==> config.mk <==
export PLATFORM = sky130hd
export DESIGN_NAME = phase_error_detector
export DESIGN_NICKNAME = d
export VERILOG_FILES = /design/src/rtl/adpll_pkg.sv /design/src/rtl/edge_sync.sv /design/src/rtl/phase_error_detector.sv
export SDC_FILE = /design/constraint.sdc
export NUM_CORES = 1
export LEC_CHECK = 0
export CAP_MARGIN = 20
export CORE_ASPECT_RATIO = 0.8
export CORE_MARGIN = 1.5
export CORE_UTILIZATION = 55
export CTS_BUF_LIST = sky130_fd_sc_hd__clkbuf_8
export DETAILED_ROUTE_END_ITERATION = 8
export MAX_ROUTING_LAYER = met4
export PLACE_DENSITY = 0.74
export SETUP_SLACK_MARGIN = 0.3
export SLEW_MARGIN = 20
export SYNTH_ARGS = -nofsm -noshare
export SYNTH_HDL_FRONTEND = slang
export SYNTH_SLANG_ARGS = --single-unit
export TNS_END_PERCENT = 5
==> constraint.sdc <==
create_clock -name gen_clk_i -period 4.8 [get_ports gen_clk_i]
set_input_delay 1.2 -clock gen_clk_i [delete_from_list [all_inputs] [get_ports gen_clk_i]]
set_output_delay 1.2 -clock gen_clk_i [all_outputs]
set_load 0.005 [all_outputs]
==> src/rtl/adpll_pkg.sv <==
// Shared definitions for the ADPLL phase/frequency detector.
//   pd_state_e : detector FSM states (idle, reference leading, feedback leading)
//   err_sat    : clamps a magnitude to the signed error range and applies the sign.
//                The most negative code is never produced, so the error range is
//                symmetric about zero.
package adpll_pkg;

    typedef enum logic [1:0] {
        ST_IDLE     = 2'd0,
        ST_REF_LEAD = 2'd1,
        ST_FB_LEAD  = 2'd2
    } pd_state_e;

    function automatic int err_sat(input int width, input int magnitude, input logic negative);
        int err_max;
        int mag;
        err_max = (1 << (width - 1)) - 1;
        mag     = (magnitude > err_max) ? err_max : magnitude;
        return negative ? -mag : mag;
    endfunction

endpackage

==> src/rtl/edge_sync.sv <==
// Synchronizes an asynchronous clock-like input into the clk domain and
// produces a registered one-cycle pulse for each rising edge.
//   clk     : sampling clock
//   srst    : synchronous active-high reset, clears the whole chain
//   async_i : asynchronous input
//   rise_o  : one-cycle pulse, SYNC_STAGES+1 cycles after a rise that meets setup
module edge_sync #(
    parameter int SYNC_STAGES = 2
) (
    input  logic clk,
    input  logic srst,
    input  logic async_i,
    output logic rise_o
);

    logic [SYNC_STAGES-1:0] sync_q;
    logic [SYNC_STAGES-1:0] sync_d;
    logic                   dly_q;
    logic                   dly_d;
    logic                   rise_q;
    logic                   rise_d;

    assign sync_d[0] = async_i;

    generate
        for (genvar gi = 1; gi < SYNC_STAGES; gi++) begin : g_chain
            assign sync_d[gi] = sync_q[gi-1];
        end
    endgenerate

    // The delayed copy of the last stage turns a level into a single-cycle rise pulse.
    always_comb begin
        dly_d  = sync_q[SYNC_STAGES-1];
        rise_d = sync_q[SYNC_STAGES-1] & ~dly_q;
    end

    always_ff @(posedge clk) begin
        if (srst) begin
            sync_q <= '0;
            dly_q  <= 1'b0;
            rise_q <= 1'b0;
        end else begin
            sync_q <= sync_d;
            dly_q  <= dly_d;
            rise_q <= rise_d;
        end
    end

    assign rise_o = rise_q;

endmodule

==> src/rtl/phase_error_detector.sv <==
// Counter-based phase/frequency detector feeding the loop filter.
// Measures the gen_clk distance between synchronized reference and feedback
// rising edges and emits one signed, saturated error impulse per measurement.
//   gen_clk_i     : system clock
//   reset_i       : synchronous active-high reset
//   enable_i      : measurement enable (low forces idle, clears lock)
//   ref_clk_i     : reference clock, asynchronous
//   fb_clk_i      : DCO feedback clock, asynchronous
//   error_o       : signed error impulse (positive when reference leads)
//   error_valid_o : high only on the cycle error_o carries a measurement
//   slip_o        : one-cycle pulse on timeout or a repeated leading edge
//   lock_o        : high after LOCK_COUNT consecutive small errors
module phase_error_detector #(
    parameter int ERROR_WIDTH    = 8,
    parameter int SYNC_STAGES    = 2,
    parameter int LOCK_TOL       = 2,
    parameter int LOCK_COUNT     = 16,
    parameter int LOCK_CNT_WIDTH = 5
) (
    input  logic                          gen_clk_i,
    input  logic                          reset_i,
    input  logic                          enable_i,
    input  logic                          ref_clk_i,
    input  logic                          fb_clk_i,
    output logic signed [ERROR_WIDTH-1:0] error_o,
    output logic                          error_valid_o,
    output logic                          slip_o,
    output logic                          lock_o
);
    import adpll_pkg::*;

    localparam int ERR_MAX = (1 << (ERROR_WIDTH - 1)) - 1;
    localparam int CNT_W   = ERROR_WIDTH - 1;

    logic rise_ref;
    logic rise_fb;

    edge_sync #(.SYNC_STAGES(SYNC_STAGES)) u_ref_sync (
        .clk     (gen_clk_i),
        .srst    (reset_i),
        .async_i (ref_clk_i),
        .rise_o  (rise_ref)
    );

    edge_sync #(.SYNC_STAGES(SYNC_STAGES)) u_fb_sync (
        .clk     (gen_clk_i),
        .srst    (reset_i),
        .async_i (fb_clk_i),
        .rise_o  (rise_fb)
    );

    pd_state_e                    state_q, state_d;
    logic [CNT_W-1:0]             cnt_q, cnt_d;
    logic [LOCK_CNT_WIDTH-1:0]    run_q, run_d;
    logic signed [ERROR_WIDTH-1:0] error_q, error_d;
    logic                         valid_q, valid_d;
    logic                         slip_q, slip_d;
    logic                         lock_q, lock_d;

    logic emit;
    logic emit_neg;
    logic emit_slip;
    int   emit_mag;
    int   err_full;
    logic lead_neg;
    logic own_edge;
    logic other_edge;

    always_comb begin
        state_d    = state_q;
        cnt_d      = cnt_q;
        run_d      = run_q;
        error_d    = '0;
        valid_d    = 1'b0;
        slip_d     = 1'b0;
        emit       = 1'b0;
        emit_neg   = 1'b0;
        emit_slip  = 1'b0;
        emit_mag   = 0;
        err_full   = 0;
        lead_neg   = 1'b0;
        own_edge   = 1'b0;
        other_edge = 1'b0;

        if (!enable_i) begin
            state_d = ST_IDLE;
            cnt_d   = '0;
            run_d   = '0;
        end else begin
            case (state_q)
                ST_IDLE: begin
                    cnt_d = '0;
                    if (rise_ref && rise_fb) begin
                        emit = 1'b1;
                    end else if (rise_ref) begin
                        state_d = ST_REF_LEAD;
                    end else if (rise_fb) begin
                        state_d = ST_FB_LEAD;
                    end
                end
                ST_REF_LEAD, ST_FB_LEAD: begin
                    // Both lead states share one path; only the sign and
                    // which source counts as "own" differ.
                    lead_neg   = (state_q == ST_FB_LEAD);
                    own_edge   = lead_neg ? rise_fb : rise_ref;
                    other_edge = lead_neg ? rise_ref : rise_fb;
                    emit_neg   = lead_neg;
                    cnt_d      = cnt_q + 1'b1;
                    if (own_edge) begin
                        // Second edge from the leading source: a slip, restart timing.
                        emit      = 1'b1;
                        emit_slip = 1'b1;
                        emit_mag  = ERR_MAX;
                        cnt_d     = '0;
                    end else if (other_edge) begin
                        emit     = 1'b1;
                        emit_mag = int'(cnt_q) + 1;
                        state_d  = ST_IDLE;
                        cnt_d    = '0;
                    end else if (cnt_q == CNT_W'(ERR_MAX - 1)) begin
                        // This cycle would be distance ERR_MAX with no closing edge.
                        emit      = 1'b1;
                        emit_slip = 1'b1;
                        emit_mag  = ERR_MAX;
                        state_d   = ST_IDLE;
                        cnt_d     = '0;
                    end
                end
                default: begin
                    state_d = ST_IDLE;
                    cnt_d   = '0;
                end
            endcase

            if (emit) begin
                err_full = err_sat(ERROR_WIDTH, emit_mag, emit_neg);
                error_d  = err_full[ERROR_WIDTH-1:0];
                valid_d  = 1'b1;
                slip_d   = emit_slip;
                if (!emit_slip && emit_mag <= LOCK_TOL) begin
                    run_d = (run_q == LOCK_CNT_WIDTH'(LOCK_COUNT)) ? run_q : run_q + 1'b1;
                end else begin
                    run_d = '0;
                end
            end
        end

        lock_d = (run_d == LOCK_CNT_WIDTH'(LOCK_COUNT));
    end

    always_ff @(posedge gen_clk_i) begin
        if (reset_i) begin
            state_q <= ST_IDLE;
            cnt_q   <= '0;
            run_q   <= '0;
            error_q <= '0;
            valid_q <= 1'b0;
            slip_q  <= 1'b0;
            lock_q  <= 1'b0;
        end else begin
            state_q <= state_d;
            cnt_q   <= cnt_d;
            run_q   <= run_d;
            error_q <= error_d;
            valid_q <= valid_d;
            slip_q  <= slip_d;
            lock_q  <= lock_d;
        end
    end

    assign error_o       = error_q;
    assign error_valid_o = valid_q;
    assign slip_o        = slip_q;
    assign lock_o        = lock_q;

endmodule
=== Word-level counts from Yosys, hierarchy flattened ===
Index checks and enable logic that the tools add are counted.

* Register bits: 33
* Word-level logic and storage cells: 77

* $add $sub $neg: 4
* Order comparisons: 2
* Eq/ne operators: 9
* Multiplexer cells: 33
* Bitwise operators: 7
* Reduce and logical (&&, ||, !) cells: 9

{| class="wikitable"
|+ Operators by type and width
! cell !! count
|-
| $mux 8 || 5
|-
| $gt 32x8->1 const B || 1
|-
| $le 32x3->1 const B || 1
|-
| $mux 32 || 1
|-
| $mux 5 || 4
|-
| $mux 1 || 14
|-
| $mux 2 || 6
|-
| $eq 5x5->1 const B || 2
|-
| $add 7x1->8 const B || 1
|-
| $neg 8->8 || 1
|-
| $add 7x1->7 const B || 1
|-
| $eq 7x7->1 const B || 1
|-
| $mux 7 || 1
|-
| $reduce_or 6->1 || 1
|-
| $add 5x1->5 const B || 1
|-
| $not 1->1 || 5
|-
| $ne 2x2->1 const B || 2
|-
| $pmux 2 s2 || 1
|-
| $reduce_and 4->1 || 1
|-
| $reduce_or 2->1 || 2
|-
| $ne 3x1->1 const B || 1
|-
| $ne 3x3->1 const B || 1
|-
| $reduce_or 3->1 || 1
|-
| $and 1x1->1 || 2
|-
| 6 further kinds || 7
|}

=== Logic depth before layout (Yosys ltp) ===
* Depth in word-level cells: 12
* Gate-level depth with buffers: 12
* Mapped depth without buffers: 11

=== Modules after synthesis ===
From an unflattened synthesis, not the netlist that was laid out.

* Cell total of the unflattened synthesis: 232
* Area total of the unflattened synthesis: 1,939.4 um^2

{| class="wikitable"
|+ Modules (own cells, without submodules)
! module !! instances !! cells each !! area an instance (um^2) !! seq. area each (um^2)
|-
| phase_error_detector || 1 || 216 || 1,716.6 || 500.5
|-
| edge_sync || 2 || 8 || 111.4 || 80.1
|}

=== Worst setup path after synthesis ===
No wires, ideal clock.

* Path type: register to register
* Start: register state_q[0]
* End: register error_q[4] (netlist: error_o[4])
* Setup time: 0.117 ns
* Arrival: 2.370 ns
* Data required time: 4.683 ns
* Path slack: 2.312 ns
* Stages on the path, launching flop included: 13
* Path buffers: 1
* Clock period less this slack: 2.488 ns
* Cells stage by stage: dfxtp_1 -> inv_1 -> ha_1 -> buf_2 -> and3b_1 -> o2111ai_1 -> nand3_2 -> a31oi_1 -> ha_1 -> inv_1 -> o41ai_2 -> xor2_1 -> nor2_1

* Cells in the longest elaborated chain, start to end: 10
* Elaborated cells between the ends (all ways): 22
* Those cells by class: 1 x add/sub; 1 x order compare; 2 x eq/ne; 14 x mux; 1 x bitwise; 3 x reduce/logical

{| class="wikitable"
|+ Ends and longest elaborated chain
! item !! RTL line !! source
|-
| start, declared || phase_error_detector.sv:52 || <nowiki>pd_state_e state_q, state_d;</nowiki>
|-
| start signal, assigned || phase_error_detector.sv:161 || <nowiki>state_q <= state_d;</nowiki>
|-
| $eq 2x2->1 || phase_error_detector.sv:90, phase_error_detector.sv:104 ||
|-
| $mux 1 || phase_error_detector.sv:106 || <nowiki>other_edge = lead_neg ? rise_ref : rise_fb;</nowiki>
|-
| $mux 8 || phase_error_detector.sv:115 || <nowiki>end else if (other_edge) begin</nowiki>
|-
| $mux 8 || phase_error_detector.sv:109 || <nowiki>if (own_edge) begin</nowiki>
|-
| $mux 8 || phase_error_detector.sv:90 || <nowiki>case (state_q)</nowiki>
|-
| $mux 32 || phase_error_detector.sv:85 || <nowiki>if (!enable_i) begin</nowiki>
|-
| $gt 32x8->1 || adpll_pkg.sv:18 || <nowiki>mag = (magnitude > err_max) ? err_max : magnitude;</nowiki>
|-
| $mux 8 || adpll_pkg.sv:18 ||
|-
| $neg 8->8 || adpll_pkg.sv:19 || <nowiki>return negative ? -mag : mag;</nowiki>
|-
| $mux 8 || adpll_pkg.sv:19 ||
|-
| end signal, assigned || phase_error_detector.sv:164 || <nowiki>error_q <= error_d;</nowiki>
|-
| end, declared || phase_error_detector.sv:55 || <nowiki>logic signed [ERROR_WIDTH-1:0] error_q, error_d;</nowiki>
|}

Parallel ways exist; a longest one is shown, timed or not. The select of a mux whose other input is x is not followed.
A chain may end at the register's enable or synchronous reset.

=== Worst setup path after layout ===
* Start: register state_q[0]
* End: register error_q[6] (netlist: error_o[6])

The elaborated chain is that of the path after synthesis.

==> impl_metrics.prom <==
# TYPE chip_impl_metric gauge
chip_impl_info{name="run_status",value="finished clean"} 1
chip_impl_info{name="dominantRegCellSynth",value="sky130_fd_sc_hd__dfxtp_1"} 1
chip_impl_metric{name="synthCells",unit=""} 206
chip_impl_metric{name="worst-endpoint-arrival",unit="ns"} 3.12
chip_impl_metric{name="initial_core_util",unit="%"} 57.2
chip_impl_metric{name="final-hold-violation-count",unit=""} 0
chip_impl_metric{name="die_y",unit="um"} 53.5
chip_impl_metric{name="globalRoute.totalOverflow",unit=""} 0
chip_impl_info{name="startpoint_type_of_the_worst_setup_path",value="flop"} 1
chip_impl_info{name="min-delay-path-class",value="flop to flop"} 1
chip_impl_metric{name="place.gp.congestion",unit=""} 0.878
chip_impl_metric{name="setup-tns-final",unit="ns"} 0
chip_impl_info{name="synth_top_family_by_area",value="simple AND/OR/NAND/NOR gates"} 1
chip_impl_info{name="clock_tree.root_cell",value="sky130_fd_sc_hd__clkbuf_8"} 1
chip_impl_metric{name="antenna_cells_inserted",unit=""} 0
chip_impl_metric{name="total_nets_final",unit=""} 234
chip_impl_metric{name="dp_hpwl",unit="mm"} 2.85
chip_impl_metric{name="rows",unit=""} 18
chip_impl_metric{name="floorplan.die.width",unit="um"} 66.1
chip_impl_info{name="rsz0062_at_grt",value="false"} 1
chip_impl_metric{name="skew",unit="ns"} 0.00569
chip_impl_metric{name="area_growth",unit="%"} 13.3
chip_impl_metric{name="cts_resized",unit=""} 0
chip_impl_metric{name="regToRegSetupSlack",unit="ns"} 1.84
chip_impl_metric{name="final_min_period_over_clock_period",unit="%"} 61.7
chip_impl_metric{name="power.share.combinational",unit="%"} 3.7
chip_impl_metric{name="drtAntennaViolNets",unit=""} 0
chip_impl_metric{name="clock_sinks",unit=""} 33
chip_impl_info{name="post-synth-top-area-cell",value="sky130_fd_sc_hd__dfxtp_1"} 1
chip_impl_metric{name="vias_in_the_first_global_route",unit=""} 1375
chip_impl_metric{name="worst_skew_pair.late_latency",unit="ns"} 0.28
chip_impl_metric{name="ctsLongestPathBuffers",unit=""} 2
chip_impl_metric{name="critPathMaxFanout",unit=""} 9
chip_impl_metric{name="synth_sequential_area_ratio",unit="%"} 37.7
chip_impl_metric{name="synth.ff_latch_count",unit=""} 33
chip_impl_metric{name="pin_count",unit=""} 16
chip_impl_metric{name="clockPowerShare",unit="%"} 40.4
chip_impl_metric{name="detailedRoute.firstIterationViolations",unit=""} 97
chip_impl_metric{name="pd_cells",unit="nW/um2"} 251
chip_impl_metric{name="p_sw_share",unit="%"} 20.3
chip_impl_metric{name="vias_per_cell",unit=""} 5.98
chip_impl_metric{name="postSynthAreaPerCell",unit="um2"} 8.51
chip_impl_metric{name="h-tree-depth",unit=""} 2
chip_impl_metric{name="simple_logic_cell_fraction_of_the_synthesized_area",unit="%"} 25.3
chip_impl_metric{name="yosys.area_share.xor_xnor",unit="%"} 4.50
chip_impl_info{name="critical_path.reg2reg.startpoint",value="state_q[0]$_SDFFE_PP0P_"} 1
chip_impl_metric{name="mappedNetlistArea",unit="um2"} 1750
chip_impl_metric{name="grt.total_usage",unit="%"} 23.7
chip_impl_info{name="cp-end-kind",value="flop"} 1
chip_impl_metric{name="synth_nets",unit=""} 219
chip_impl_metric{name="synth_compound_area_share",unit="%"} 18.2
chip_impl_metric{name="p_sw",unit="uW"} 101
chip_impl_info{name="mostFrequentLayoutCells",value="33 x sky130_fd_sc_hd__dfxtp_1, 32 x sky130_fd_sc_hd__nor2_1, 15 x sky130_fd_sc_hd__clkdlybuf4s50_1"} 1
chip_impl_info{name="tritoncts",value="built"} 1
chip_impl_metric{name="clkSlewWorstSetupHoldPaths",unit="ns"} 0.06
chip_impl_metric{name="grt_start_max_net_pins",unit=""} 11
chip_impl_metric{name="drc",unit=""} 0
chip_impl_metric{name="max_clock_freq",unit="MHz"} 338
chip_impl_info{name="rr_endpoint",value="error_o[6]$_SDFF_PP0_"} 1
chip_impl_metric{name="wl_per_cell",unit="um"} 13.9
chip_impl_metric{name="final_report_setup_violation_count",unit=""} 0
chip_impl_metric{name="layout-drive-gt1-share",unit="%"} 7.24
chip_impl_metric{name="via_count",unit=""} 1560
chip_impl_info{name="worst_setup_path_class",value="flop to flop"} 1
chip_impl_info{name="timing.critical_path.from",value="state_q[0]$_SDFFE_PP0P_"} 1
chip_impl_info{name="setup.worst_path.end",value="error_o[6]$_SDFF_PP0_"} 1
chip_impl_metric{name="finalMaxSlewViolations",unit=""} 0
chip_impl_metric{name="area_of_the_die",unit="um2"} 3540
chip_impl_info{name="layout_commonest_cell",value="sky130_fd_sc_hd__dfxtp_1"} 1
chip_impl_metric{name="timing.max_cap.violations",unit=""} 0
chip_impl_metric{name="cells_on_worst_reg2reg_path",unit=""} 11
chip_impl_metric{name="wirelength",unit="mm"} 3.63
chip_impl_metric{name="fraction_of_registers_with_async_set_reset",unit="%"} 0
chip_impl_metric{name="synthAdderAreaFrac",unit="%"} 5.71
chip_impl_metric{name="post_synth_mux_area_share",unit="%"} 3.57
chip_impl_metric{name="internal-power",unit="uW"} 397
chip_impl_metric{name="tightest_slew",unit="ns"} 0.467
chip_impl_metric{name="hold_buffers",unit=""} 0
chip_impl_metric{name="coreArea",unit="um2"} 3060
chip_impl_metric{name="irDropWorstVdd",unit="uV"} 208
chip_impl_metric{name="synthDominantCellAreaShare",unit="%"} 37.7
chip_impl_metric{name="synth_edf_count",unit=""} 0
chip_impl_metric{name="postCtsSetupBuffers",unit=""} 0
chip_impl_metric{name="cts_inserted_buffers",unit=""} 5
chip_impl_metric{name="crit_required",unit="ns"} 4.96
chip_impl_metric{name="antenna_found_initial",unit=""} 0
chip_impl_metric{name="relative_contribution_of_sequential_cells_to_total_power",unit="%"} 56.0
chip_impl_metric{name="drt-pass1-iter-count",unit=""} 4
chip_impl_metric{name="power_leakage",unit="uW"} 0.000696
chip_impl_metric{name="grt_first_pass_wirelength",unit="mm"} 6.04
chip_impl_metric{name="port-buffer-count",unit=""} 15
chip_impl_metric{name="placed_area",unit="um2"} 1900
chip_impl_metric{name="max-slew-margin-rel",unit="%"} 68.6
chip_impl_metric{name="stdcell_area",unit="um2"} 1990
chip_impl_metric{name="post_synth_num_cell_types",unit=""} 48
chip_impl_metric{name="finalWorstPathRequiredPeriod",unit="ns"} 2.96
chip_impl_info{name="yosys-top-cells-area",value="sky130_fd_sc_hd__dfxtp_1 38%, sky130_fd_sc_hd__nor2_1 6.9%, sky130_fd_sc_hd__ha_1 5.7%, sky130_fd_sc_hd__nor2b_1 3.6%, sky130_fd_sc_hd__o21ai_0 3.4%"} 1
chip_impl_metric{name="yosysWarnings",unit=""} 0
chip_impl_metric{name="fillers",unit=""} 279
[metal layers]
layer | track usage, % | wire, um
met1 | 30.2 | 1650
met3 | 6.81 | 242
met4 | 11.2 | 70
met2 | 34.8 | 1660
met5 | - | 0
[power by group through the flow]
stage	combinational, uW	clock [uW]	sequential [uW]
6_report	18.2	201	279
5_1_grt	20.5	219	279
4_1_cts	18.4	206	279
3_5_place_dp	18.3	0	285
3_3_place_gp	17.3	0	285
2_1_floorplan	13.1	0	283
[synthesized netlist by cell type (2+ instances only)]
master,n
sky130_fd_sc_hd__o21ai_0,12
sky130_fd_sc_hd__a211oi_1,2
sky130_fd_sc_hd__xor2_1,3
sky130_fd_sc_hd__inv_1,9
sky130_fd_sc_hd__nor3_1,5
sky130_fd_sc_hd__o21a_1,3
sky130_fd_sc_hd__mux2i_1,4
sky130_fd_sc_hd__nor2_1,32
sky130_fd_sc_hd__or3_1,2
sky130_fd_sc_hd__nand3_1,5
sky130_fd_sc_hd__and3b_1,2
sky130_fd_sc_hd__ha_1,8
sky130_fd_sc_hd__mux2_2,2
sky130_fd_sc_hd__buf_4,2
sky130_fd_sc_hd__a31oi_1,4
sky130_fd_sc_hd__nor4_1,2
sky130_fd_sc_hd__nand2_1,12
sky130_fd_sc_hd__a22oi_1,2
sky130_fd_sc_hd__nand4_1,5
sky130_fd_sc_hd__xnor2_1,6
sky130_fd_sc_hd__a41oi_1,3
sky130_fd_sc_hd__dfxtp_1,33
sky130_fd_sc_hd__nor2b_1,10
sky130_fd_sc_hd__a21oi_1,11
sky130_fd_sc_hd__nand2b_1,3
sky130_fd_sc_hd__o2111ai_1,2
[per-stage QoR]
stage	total power [uW]	hold WS (ns)	cells	worst slack, ns	utilization (%)
2_1_floorplan	296	0.367	206	2.31	-
3_3_place_gp	302	0.377	254	2.08	62.0
3_5_place_dp	303	0.381	254	1.97	62.0
4_1_cts	503	0.385	261	1.96	64.8
5_1_grt	518	0.405	261	1.66	64.8
6_report	498	0.381	261	1.84	64.8
[critical path, stage by stage (launching register included)]
cell and delay [ns]:
sky130_fd_sc_hd__dfxtp_1 0.38, sky130_fd_sc_hd__inv_1 0.08, sky130_fd_sc_hd__ha_1 0.31, sky130_fd_sc_hd__and3b_1 0.25, sky130_fd_sc_hd__o2111ai_1 0.28, sky130_fd_sc_hd__nand3_2 0.24, sky130_fd_sc_hd__a31oi_1 0.34, sky130_fd_sc_hd__ha_1 0.24
sky130_fd_sc_hd__inv_1 0.07, sky130_fd_sc_hd__nor4_1 0.35, sky130_fd_sc_hd__a21oi_1 0.15, sky130_fd_sc_hd__mux2i_1 0.15
[worst min-delay path by stage]
stage	start	endpoint	slack (ns)	depth (start not counted)
after floorplan	u_fb_sync.dly_q$_SDFF_PP0_	u_fb_sync.rise_o$_SDFF_PP0_	0.37	1
after global routing	u_fb_sync.dly_q$_SDFF_PP0_	u_fb_sync.rise_o$_SDFF_PP0_	0.41	1
final	u_ref_sync.dly_q$_SDFF_PP0_	u_ref_sync.rise_o$_SDFF_PP0_	0.38	1
after detailed placement	u_ref_sync.dly_q$_SDFF_PP0_	u_ref_sync.rise_o$_SDFF_PP0_	0.38	1
after CTS	u_ref_sync.dly_q$_SDFF_PP0_	u_ref_sync.rise_o$_SDFF_PP0_	0.39	1
after global placement	u_fb_sync.dly_q$_SDFF_PP0_	u_fb_sync.rise_o$_SDFF_PP0_	0.38	1
[sequential cells by signal (all words and copies together) (netlist names)]
register and count:
cnt_q 7, error_o 8, error_valid_o 1, lock_o 1
run_q 5, slip_o 1, state_q 2, u_fb_sync.dly_q 1
u_fb_sync.rise_o 1, u_fb_sync.sync_q 2, u_ref_sync.dly_q 1, u_ref_sync.rise_o 1
u_ref_sync.sync_q 2
[cells by family after synthesis]
kind of cell	after synthesis
compound gates	46
xor+xnor	9
fa+ha+maj	8
buf+inv	16
flops	33
mux	6
simple gates	88
[area by class of cell]
class	count	area [um2]	share of cell area [%]
inverter	9	33.8	1.70
clock inverter	1	3.75	0.189
clock buffer	6	82.6	4.16
tap	40	50.0	2.52
sequential	33	661	33.3
multi-input combinational	157	1000	50.6
timing repair buffer	15	150	7.56
Power figures use the tool's default switching activity.
